**config.mk**
```make
export PLATFORM = sky130hd
export DESIGN_NAME = roi_shr_master
export DESIGN_NICKNAME = d
export VERILOG_FILES = /design/src/rtl/roi_shr_pkg.sv /design/src/rtl/roi_shr_bitcnt.sv /design/src/rtl/roi_shr_master.sv
export SDC_FILE = /design/constraint.sdc
export NUM_CORES = 1
export LEC_CHECK = 0
export ABC_AREA = 1
export CAP_MARGIN = 20
export CORE_MARGIN = 5
export CORE_UTILIZATION = 46
export DETAILED_ROUTE_END_ITERATION = 10
export GPL_TIMING_DRIVEN = 0
export MAX_ROUTING_LAYER = met4
export PLACE_DENSITY_LB_ADDON = 0.2
export SKIP_LAST_GASP = 1
export SLEW_MARGIN = 25
export SYNTH_ARGS = -nofsm -noshare
export SYNTH_HDL_FRONTEND = slang
export SYNTH_SLANG_ARGS = --single-unit
```
**constraint.sdc**
```tcl
create_clock -name clk -period 1.2 [get_ports clk]
set_clock_uncertainty 0.05 [all_clocks]
set_input_delay 0.24 -clock clk [delete_from_list [all_inputs] [get_ports clk]]
set_output_delay 0.24 -clock clk [all_outputs]
set_load 0.05 [all_outputs]
```
**src/rtl/roi_shr_pkg.sv**
```systemverilog
// Shared types and sizing helpers for the ROI serial-harness master.
package roi_shr_pkg;

   typedef enum logic [1:0] {
      IDLE      = 2'd0,
      SHIFT_IN  = 2'd1,
      STROBE    = 2'd2,
      SHIFT_OUT = 2'd3
   } roi_shr_state_e;

   // Counter must hold the longer of the two phase lengths without wrapping.
   function automatic int cnt_width(input int din_n, input int dout_n);
      int m;
      m = (din_n > dout_n) ? din_n : dout_n;
      return $clog2(m + 1);
   endfunction

   function automatic int max1(input int n);
      return (n > 1) ? n : 1;
   endfunction

endpackage

```
**src/rtl/roi_shr_bitcnt.sv**
```systemverilog
// Loadable down-counter shared by the shift-in and shift-out phases; saturates at zero.
module roi_shr_bitcnt #(
   parameter int W = 4
) (
   input  logic         clk,
   input  logic         rst_n,
   input  logic         load,
   input  logic [W-1:0] len,
   input  logic         dec,
   output logic         zero,
   output logic         last
);

   logic [W-1:0] cnt_q, cnt_d;

   always_comb begin
      cnt_d = cnt_q;
      if (load) begin
         cnt_d = len;
      end else if (dec && (cnt_q != '0)) begin
         cnt_d = cnt_q - 1'b1;
      end
   end

   always_ff @(posedge clk or negedge rst_n) begin
      if (!rst_n) begin
         cnt_q <= '0;
      end else begin
         cnt_q <= cnt_d;
      end
   end

   assign zero = (cnt_q == '0);
   assign last = (cnt_q == W'(1));

endmodule

```
**src/rtl/roi_shr_master.sv**
```systemverilog
// Serializes a stimulus word into the harness, strobes it, and deserializes the response.
// Define ROI_SHR_TWO_PASS_EN to shift the word twice so the response matches the current word.
module roi_shr_master
   import roi_shr_pkg::*;
#(
   parameter int DIN_N  = 8,
   parameter int DOUT_N = 8
) (
   input  logic                                  clk,
   input  logic                                  rst_n,
   input  logic                                  start,
   input  logic [((DIN_N > 0) ? DIN_N : 1)-1:0]  din_word,
   output logic                                  busy,
   output logic                                  done,
   output logic [DOUT_N-1:0]                     dout_word,
   output logic                                  di,
   output logic                                  stb,
   input  logic                                  sdo,
   output roi_shr_state_e                        state_o
);

   localparam int DI_W = max1(DIN_N);
   localparam int CW   = cnt_width(DIN_N, DOUT_N);

   // Handshake: start is a level sampled only while IDLE; done is a one-cycle
   // pulse and dout_word holds its value until the next done.
   roi_shr_state_e    state_q, state_d;
   logic [DI_W-1:0]   shreg_q, shreg_d;
   logic [DOUT_N-1:0] cap_q, cap_d;
   logic [DOUT_N-1:0] dout_q, dout_d;
   logic              di_q, di_d;
   logic              stb_q, stb_d;
   logic              done_q, done_d;
   logic              cnt_load, cnt_dec, cnt_zero, cnt_last;
   logic [CW-1:0]     cnt_len;
`ifdef ROI_SHR_TWO_PASS_EN
   logic              pass_q, pass_d;
`endif

   roi_shr_bitcnt #(.W(CW)) u_bitcnt (
      .clk   (clk),
      .rst_n (rst_n),
      .load  (cnt_load),
      .len   (cnt_len),
      .dec   (cnt_dec),
      .zero  (cnt_zero),
      .last  (cnt_last)
   );

   always_ff @(posedge clk or negedge rst_n) begin
      if (!rst_n) begin
         state_q <= IDLE;
      end else begin
         state_q <= state_d;
      end
   end

   always_comb begin
      state_d  = state_q;
      cnt_load = 1'b0;
      cnt_len  = '0;
      cnt_dec  = 1'b0;
`ifdef ROI_SHR_TWO_PASS_EN
      pass_d   = pass_q;
`endif
      case (state_q)
         IDLE: begin
            if (start) begin
`ifdef ROI_SHR_TWO_PASS_EN
               pass_d = 1'b0;
`endif
               if (DIN_N > 0) begin
                  state_d  = SHIFT_IN;
                  cnt_load = 1'b1;
                  cnt_len  = CW'(DIN_N);
               end else begin
                  state_d  = STROBE;
               end
            end
         end
         SHIFT_IN: begin
            cnt_dec = 1'b1;
            if (cnt_last || cnt_zero) state_d = STROBE;
         end
         STROBE: begin
            state_d  = SHIFT_OUT;
            cnt_load = 1'b1;
            cnt_len  = CW'(DOUT_N);
`ifdef ROI_SHR_TWO_PASS_EN
            // First strobe only primes the harness din; its capture is dropped.
            if (!pass_q) begin
               pass_d = 1'b1;
               if (DIN_N > 0) begin
                  state_d = SHIFT_IN;
                  cnt_len = CW'(DIN_N);
               end else begin
                  state_d  = STROBE;
                  cnt_load = 1'b0;
               end
            end
`endif
         end
         SHIFT_OUT: begin
            cnt_dec = 1'b1;
            if (cnt_last || cnt_zero) state_d = IDLE;
         end
         default: state_d = IDLE;
      endcase
   end

   // Outputs are computed for the next cycle so di/stb/done leave flops.
   always_comb begin
      shreg_d = shreg_q;
      cap_d   = cap_q;
      dout_d  = dout_q;
      done_d  = 1'b0;
      if (state_q == IDLE && start) begin
         shreg_d = din_word;
      end else if (state_q == SHIFT_IN) begin
         // Rotate rather than shift so a second pass finds the word intact.
         shreg_d = (shreg_q << 1) | (shreg_q >> (DI_W - 1));
      end
      if (state_q == SHIFT_OUT) begin
         cap_d = (cap_q << 1) | DOUT_N'(sdo);
         if (cnt_last || cnt_zero) begin
            dout_d = cap_d;
            done_d = 1'b1;
         end
      end
      di_d  = (state_d == SHIFT_IN) ? shreg_d[DI_W-1] : 1'b0;
      stb_d = (state_d == STROBE);
   end

   always_ff @(posedge clk or negedge rst_n) begin
      if (!rst_n) begin
         shreg_q <= '0;
         cap_q   <= '0;
         dout_q  <= '0;
         di_q    <= 1'b0;
         stb_q   <= 1'b0;
         done_q  <= 1'b0;
`ifdef ROI_SHR_TWO_PASS_EN
         pass_q  <= 1'b0;
`endif
      end else begin
         shreg_q <= shreg_d;
         cap_q   <= cap_d;
         dout_q  <= dout_d;
         di_q    <= di_d;
         stb_q   <= stb_d;
         done_q  <= done_d;
`ifdef ROI_SHR_TWO_PASS_EN
         pass_q  <= pass_d;
`endif
      end
   end

   assign busy      = (state_q != IDLE);
   assign done      = done_q;
   assign dout_word = dout_q;
   assign di        = di_q;
   assign stb       = stb_q;
   assign state_o   = state_q;

endmodule

```
Yosys cells after proc, flatten, opt, wreduce, memory -nomap -nowiden

Index checks and enable logic that the tools add are counted.

Register bits: 32
Input bits: 12
Logic and storage cells: 45

Add/sub/neg operators: 1
Equality and inequality tests: 6
Multiplexer cells: 16
Bitwise gates (word level): 2
Reduce and logical (&&, ||, !) cells: 11

Operators with widths:

| operator                                                               | count |
|---|---|
| 8-bit two-way mux                                                      | 2 |
| 8-bit by 1-bit OR with 8-bit output                                    | 2 |
| 4-bit two-way mux                                                      | 3 |
| 2-bit case mux with 4 select lines                                     | 1 |
| 4-bit case mux with 2 select lines                                     | 1 |
| 2-bit equality test (second input constant)                            | 3 |
| 2-bit two-way mux                                                      | 3 |
| 2-bit nonzero test                                                     | 3 |
| 1-bit two-way mux                                                      | 5 |
| 2-bit by 1-bit equality test with 1-bit output (second input constant) | 2 |
| 4-bit by 1-bit equality test with 1-bit output (second input constant) | 1 |
| 4-bit logical NOT                                                      | 1 |
| 4-bit nonzero test                                                     | 1 |
| 4-bit by 1-bit subtractor with 4-bit output (second input constant)    | 1 |
| 1-bit logical AND                                                      | 2 |
| 2-bit logical NOT                                                      | 1 |
| 1-bit case mux with 2 select lines                                     | 1 |
| 2-bit AND reduction                                                    | 1 |
| 2-bit OR reduction                                                     | 1 |
| 1-bit logical OR                                                       | 1 |

Longest topological paths before layout

Word-level depth: 6
Depth in mapped cells: 9
Depth with buffers taken out: 9

Hierarchy

A second synthesis with hierarchy kept.

Cells, all modules: 171
Area, all modules: 1,458.9 µm²

By module, submodules not included:

| module         | times used | cells each | area each (µm²) |
|---|---|---|---|
| roi_shr_master | 1          | 128        | 1,168.6 |
| roi_shr_bitcnt | 1          | 43         | 290.3 |

Worst setup path after synthesis

No wires, ideal clock.

Kind: register to output
Start: register state_q[0] (netlist: state_o[0])
End: output port busy
Arrival: 1.240 ns
Data required time: 0.910 ns
Slack: -0.330 ns
Stages on the path, launching flop included: 4
Path buffers: 1
Cells stage by stage: dfrtp_1 > buf_4 > inv_1 > nand2_1

Longest elaborated chain between the ends: 1

Ends and longest elaborated chain:

| element                  | RTL line              | source |
|---|---|---|
| start: declaration       | roi_shr_master.sv:27  | `roi_shr_state_e state_q, state_d;` |
| start signal: assignment | roi_shr_master.sv:54  | `state_q <= state_d;` |
| 2-bit nonzero test       | roi_shr_master.sv:158 | `assign busy = (state_q != IDLE);` |
| end: declaration         | roi_shr_master.sv:13  | `output logic busy,` |

Every way passes these cells.

Worst setup path after layout

Ends and elaborated chain as after synthesis.

==> summary.md <==
Synthesis
• **mapped cell area** 1410 um^2
• **share of the yosys chip area belonging to registers** 57.0%
• **main combinational cell family by area after synthesis** simple AND/OR/NAND/NOR gates
• **flop and latch count out of synthesis** 32
• **area share of fa/ha/maj cells after synthesis** 2.67%
• **cell count after synthesis** 155
• **Mapped Avg Cell Area** 9.07 um^2
• **unique cell type count in the Yosys netlist** 20
• **Yosys warnings** 0
• **Simple-Gate Fraction of Synth Area** 27.8%
• **fraction of synthesized area in multiplexers** 2.40%
• **area fraction in compound gates after synthesis** 4.10%
• **Synthesized Nets** 170
• **XOR/XNOR share of the synthesized area** 0.623%

Placement
• **placement-stage cell area** 1720 um^2
• **post-detailed-placement half-perimeter wirelength** 2.01 mm
• **total of buffers placed on input and output ports** 25
• **final estimated routing congestion in global placement** 0.737

Power
• **worst supply voltage drop on vdd** 1.36 mV
• **Pwr Total** 0.00675 W
• **leakage power** 1.08 nW
• **P per Cell Area** 3120 nW/um^2

GRT
• **M1 GR Usage** 18.9%
• **first-pass GRT wire length** 5.42 mm
• **antenna violations before repair** 0
• **met2 global-route usage** 29.7%
• **met3 Usage GRT** 5.64%
• **via count of the first global-routing pass** 1214
• **largest net degree at the start of global routing** 33
• **grt total ovfl** 0
• **overall global routing resource usage** 17.4%
• **GRT busiest layer** met2

Floorplan
• **vertical die dimension** 65.3 um
• **IO Count** 26
• **initial core utilization** 46.8%
• **total die area** 4260 um^2
• **num rows** 20
• **floorplan core area** 3000 um^2
• **Die X-Extent** 65.3 um

Worst setup path
• **type of element capturing the critical path** primary output
• **launch point of the worst reg-to-reg path** u_bitcnt.cnt_q[1]
• **crit-path max FO** 3
• **crit path from** state_o[0]
• **sort of element at the start of the critical path** flop
• **depth of the most critical reg-to-reg path** 8
• **Required @ worst endpoint** 910 ps
• **reg-to-reg setup timing slack** -180 ps
• **CP Data Arrival Time** 1130 ps
• **category of the critical setup timing path** flop to primary output
• **capture instance of the worst register-to-register path** dout_word[2]

Detailed routing
• **detail-routed net length per standard cell** 13.6 um
• **number of DRC markers in iteration 0** 61
• **detailed-route via count** 1246
• **final antenna-violating net count** 0
• **total DRC errors in the routed layout** 0
• **number of iterations in the first detailed-routing pass** 4
• **via/cell ratio** 5.09
• **detailed-route wire length** 3.33 mm

Flow run
• **Max-Cap Viols** 0

Worst hold path
• **Endpoint, Worst Hold** dout_word[0]
• **classification of the worst-slack hold path** primary input to flop
• **hold path startpoint** sdo
• **hold depth** 3

Timing
• **final hold violation count** 0
• **measured slew at the worst slew-check pin** 707 ps
• **min setup slack post-route** -216 ps
• **headroom to the max-slew limit** 52.8%
• **final setup vio count** 31
• **setup tns final** -3980 ps
• **minimum clock period** 1420 ps
• **setup repair after global routing missed its margin** true
• **peak clock frequency supported by timing** 706 MHz
• **max-slew violation count** 0
• **Tcrit/Tclk final** 118%

CTS
• **number of clock sinks** 32
• **clock-pin slew of the registers on the worst-case setup and hold paths** 100 ps
• **clock latency on the worst-skew pair** 330 ps
• **clock tree from TritonCTS** built
• **maximum level of the CTS H-tree** 2
• **clock buffers created by TritonCTS** 5
• **Root Buffer** clkbuf_4
• **deepest clock path buffer count** 2

Layout
• **Post-layout nets** 226
• **final std cell area, no fill** 2170 um^2
• **highest-count cells in the layout ignoring fill and taps** nand2_1, dfrtp_1, buf_4
• **total inserted antenna cells** 0
• **count of filler cells inserted in the layout** 208
• **area delta synth->final** 54.2%
• **most frequent standard cell in the layout excluding fill and tap cells** nand2_1
• **proportion of layout cells with a drive suffix above 1** 42.5%

Status
• **failing checks** setup timing
• **status** finished, violations left

logic make-up after synthesis:
family / Yosys count
AND/OR/NAND/NOR: 89
flip-flops: 32
buffers and inverters: 16
AO/OA/AOI/OAI: 11
multiplexers: 3
adder cells (fa/ha/maj): 3
XOR/XNOR: 1
per-stage QoR:
| stage | utilization, % | hold slack [ps] | setup slack, ps | instances |
|---|---|---|---|---|
| after global routing | 72.2 | 407 | -266 | 245 |
| after detailed placement | 57.2 | 275 | -495 | 213 |
| after global placement | 57.4 | 408 | -853 | 213 |
| final | 72.2 | 420 | -216 | 245 |
| after floorplan | - | -106 | -138 | 155 |
| after CTS | 66.7 | 408 | -216 | 237 |
cells in the mapped netlist:
master     n  area share, %
inv_2      1           0.27
inv_1     11            2.9
nand2_1   61             16
inv_4      2           0.89
dfrtp_1   32             57
buf_4      1           0.53
nand3_2    1           0.71
o211ai_1   1           0.53
o21ai_1    1           0.36
nor2_8     1            1.4
buf_6      1           0.80
a21oi_1    2           0.71
mux2_2     3            2.4
ha_1       3            2.7
nand2_2    3            1.3
xnor2_1    1           0.62
nor2_1     7            1.9
o21ai_0    7            2.5
nand3_1   15            5.3
nor2_4     1           0.80
registers in the layout, indices dropped and copies added (netlist names):
name and count:
u_bitcnt.cnt_q 4, shreg_q 8, done 1, stb 1, dout_word 8, di 1, cap_q 7, state_o 2
critical path, stage by stage (launching register included):
cell,delay [ps]
dfrtp_2,430
buf_8,130
inv_4,50
nand2_4,40
buf_8,140
what timing repair did:
item,4_1_cts,5_1_grt
buffers inserted,15,7
endpoints found under the hold margin,32,0
gates cloned,1,1
gates resized for setup,117,35
endpoints found under the setup margin,40,46
hold buffers,1,0
pin swaps,6,4
per-layer routing:
metal	vias up	part of all wire (%)
met1	593	40
met4	0	2.0
met5	-	0
met3	7	5.8
li1	610	-
met2	36	53
layout make-up:
| cell class | count | area (um^2) | area share, % |
|---|---|---|---|
| Buffer | 2 | 26.3 | 1.21 |
| Timing Repair Buffer | 47 | 442 | 20.4 |
| Clock buffer | 6 | 41.3 | 1.91 |
| Multi-Input combinational cell | 108 | 701 | 32.3 |
| Timing Repair inverter | 1 | 5.00 | 0.231 |
| Clock inverter | 2 | 35.0 | 1.62 |
| Sequential cell | 32 | 803 | 37.1 |
| Tap cell | 33 | 41.3 | 1.91 |
| Inverter | 14 | 72.6 | 3.35 |
where the power goes:
part           leakage (nW)  total (W)  internal (W)  switching (W)
clock                0.0422   0.000810      0.000437       0.000373
combinational         0.648    0.00395       0.00168        0.00227
sequential            0.393    0.00199       0.00160       0.000392
worst max-delay path by stage:
stage	endpoint	slack (ps)	cells after the start
after global placement	state_o[1]	-850	1
after floorplan	cap_q[3]	-140	4
after global routing	busy	-270	4
after detailed placement	busy	-500	3
after CTS	busy	-220	4
final	busy	-220	4
(Power assumes the default switching activity.)
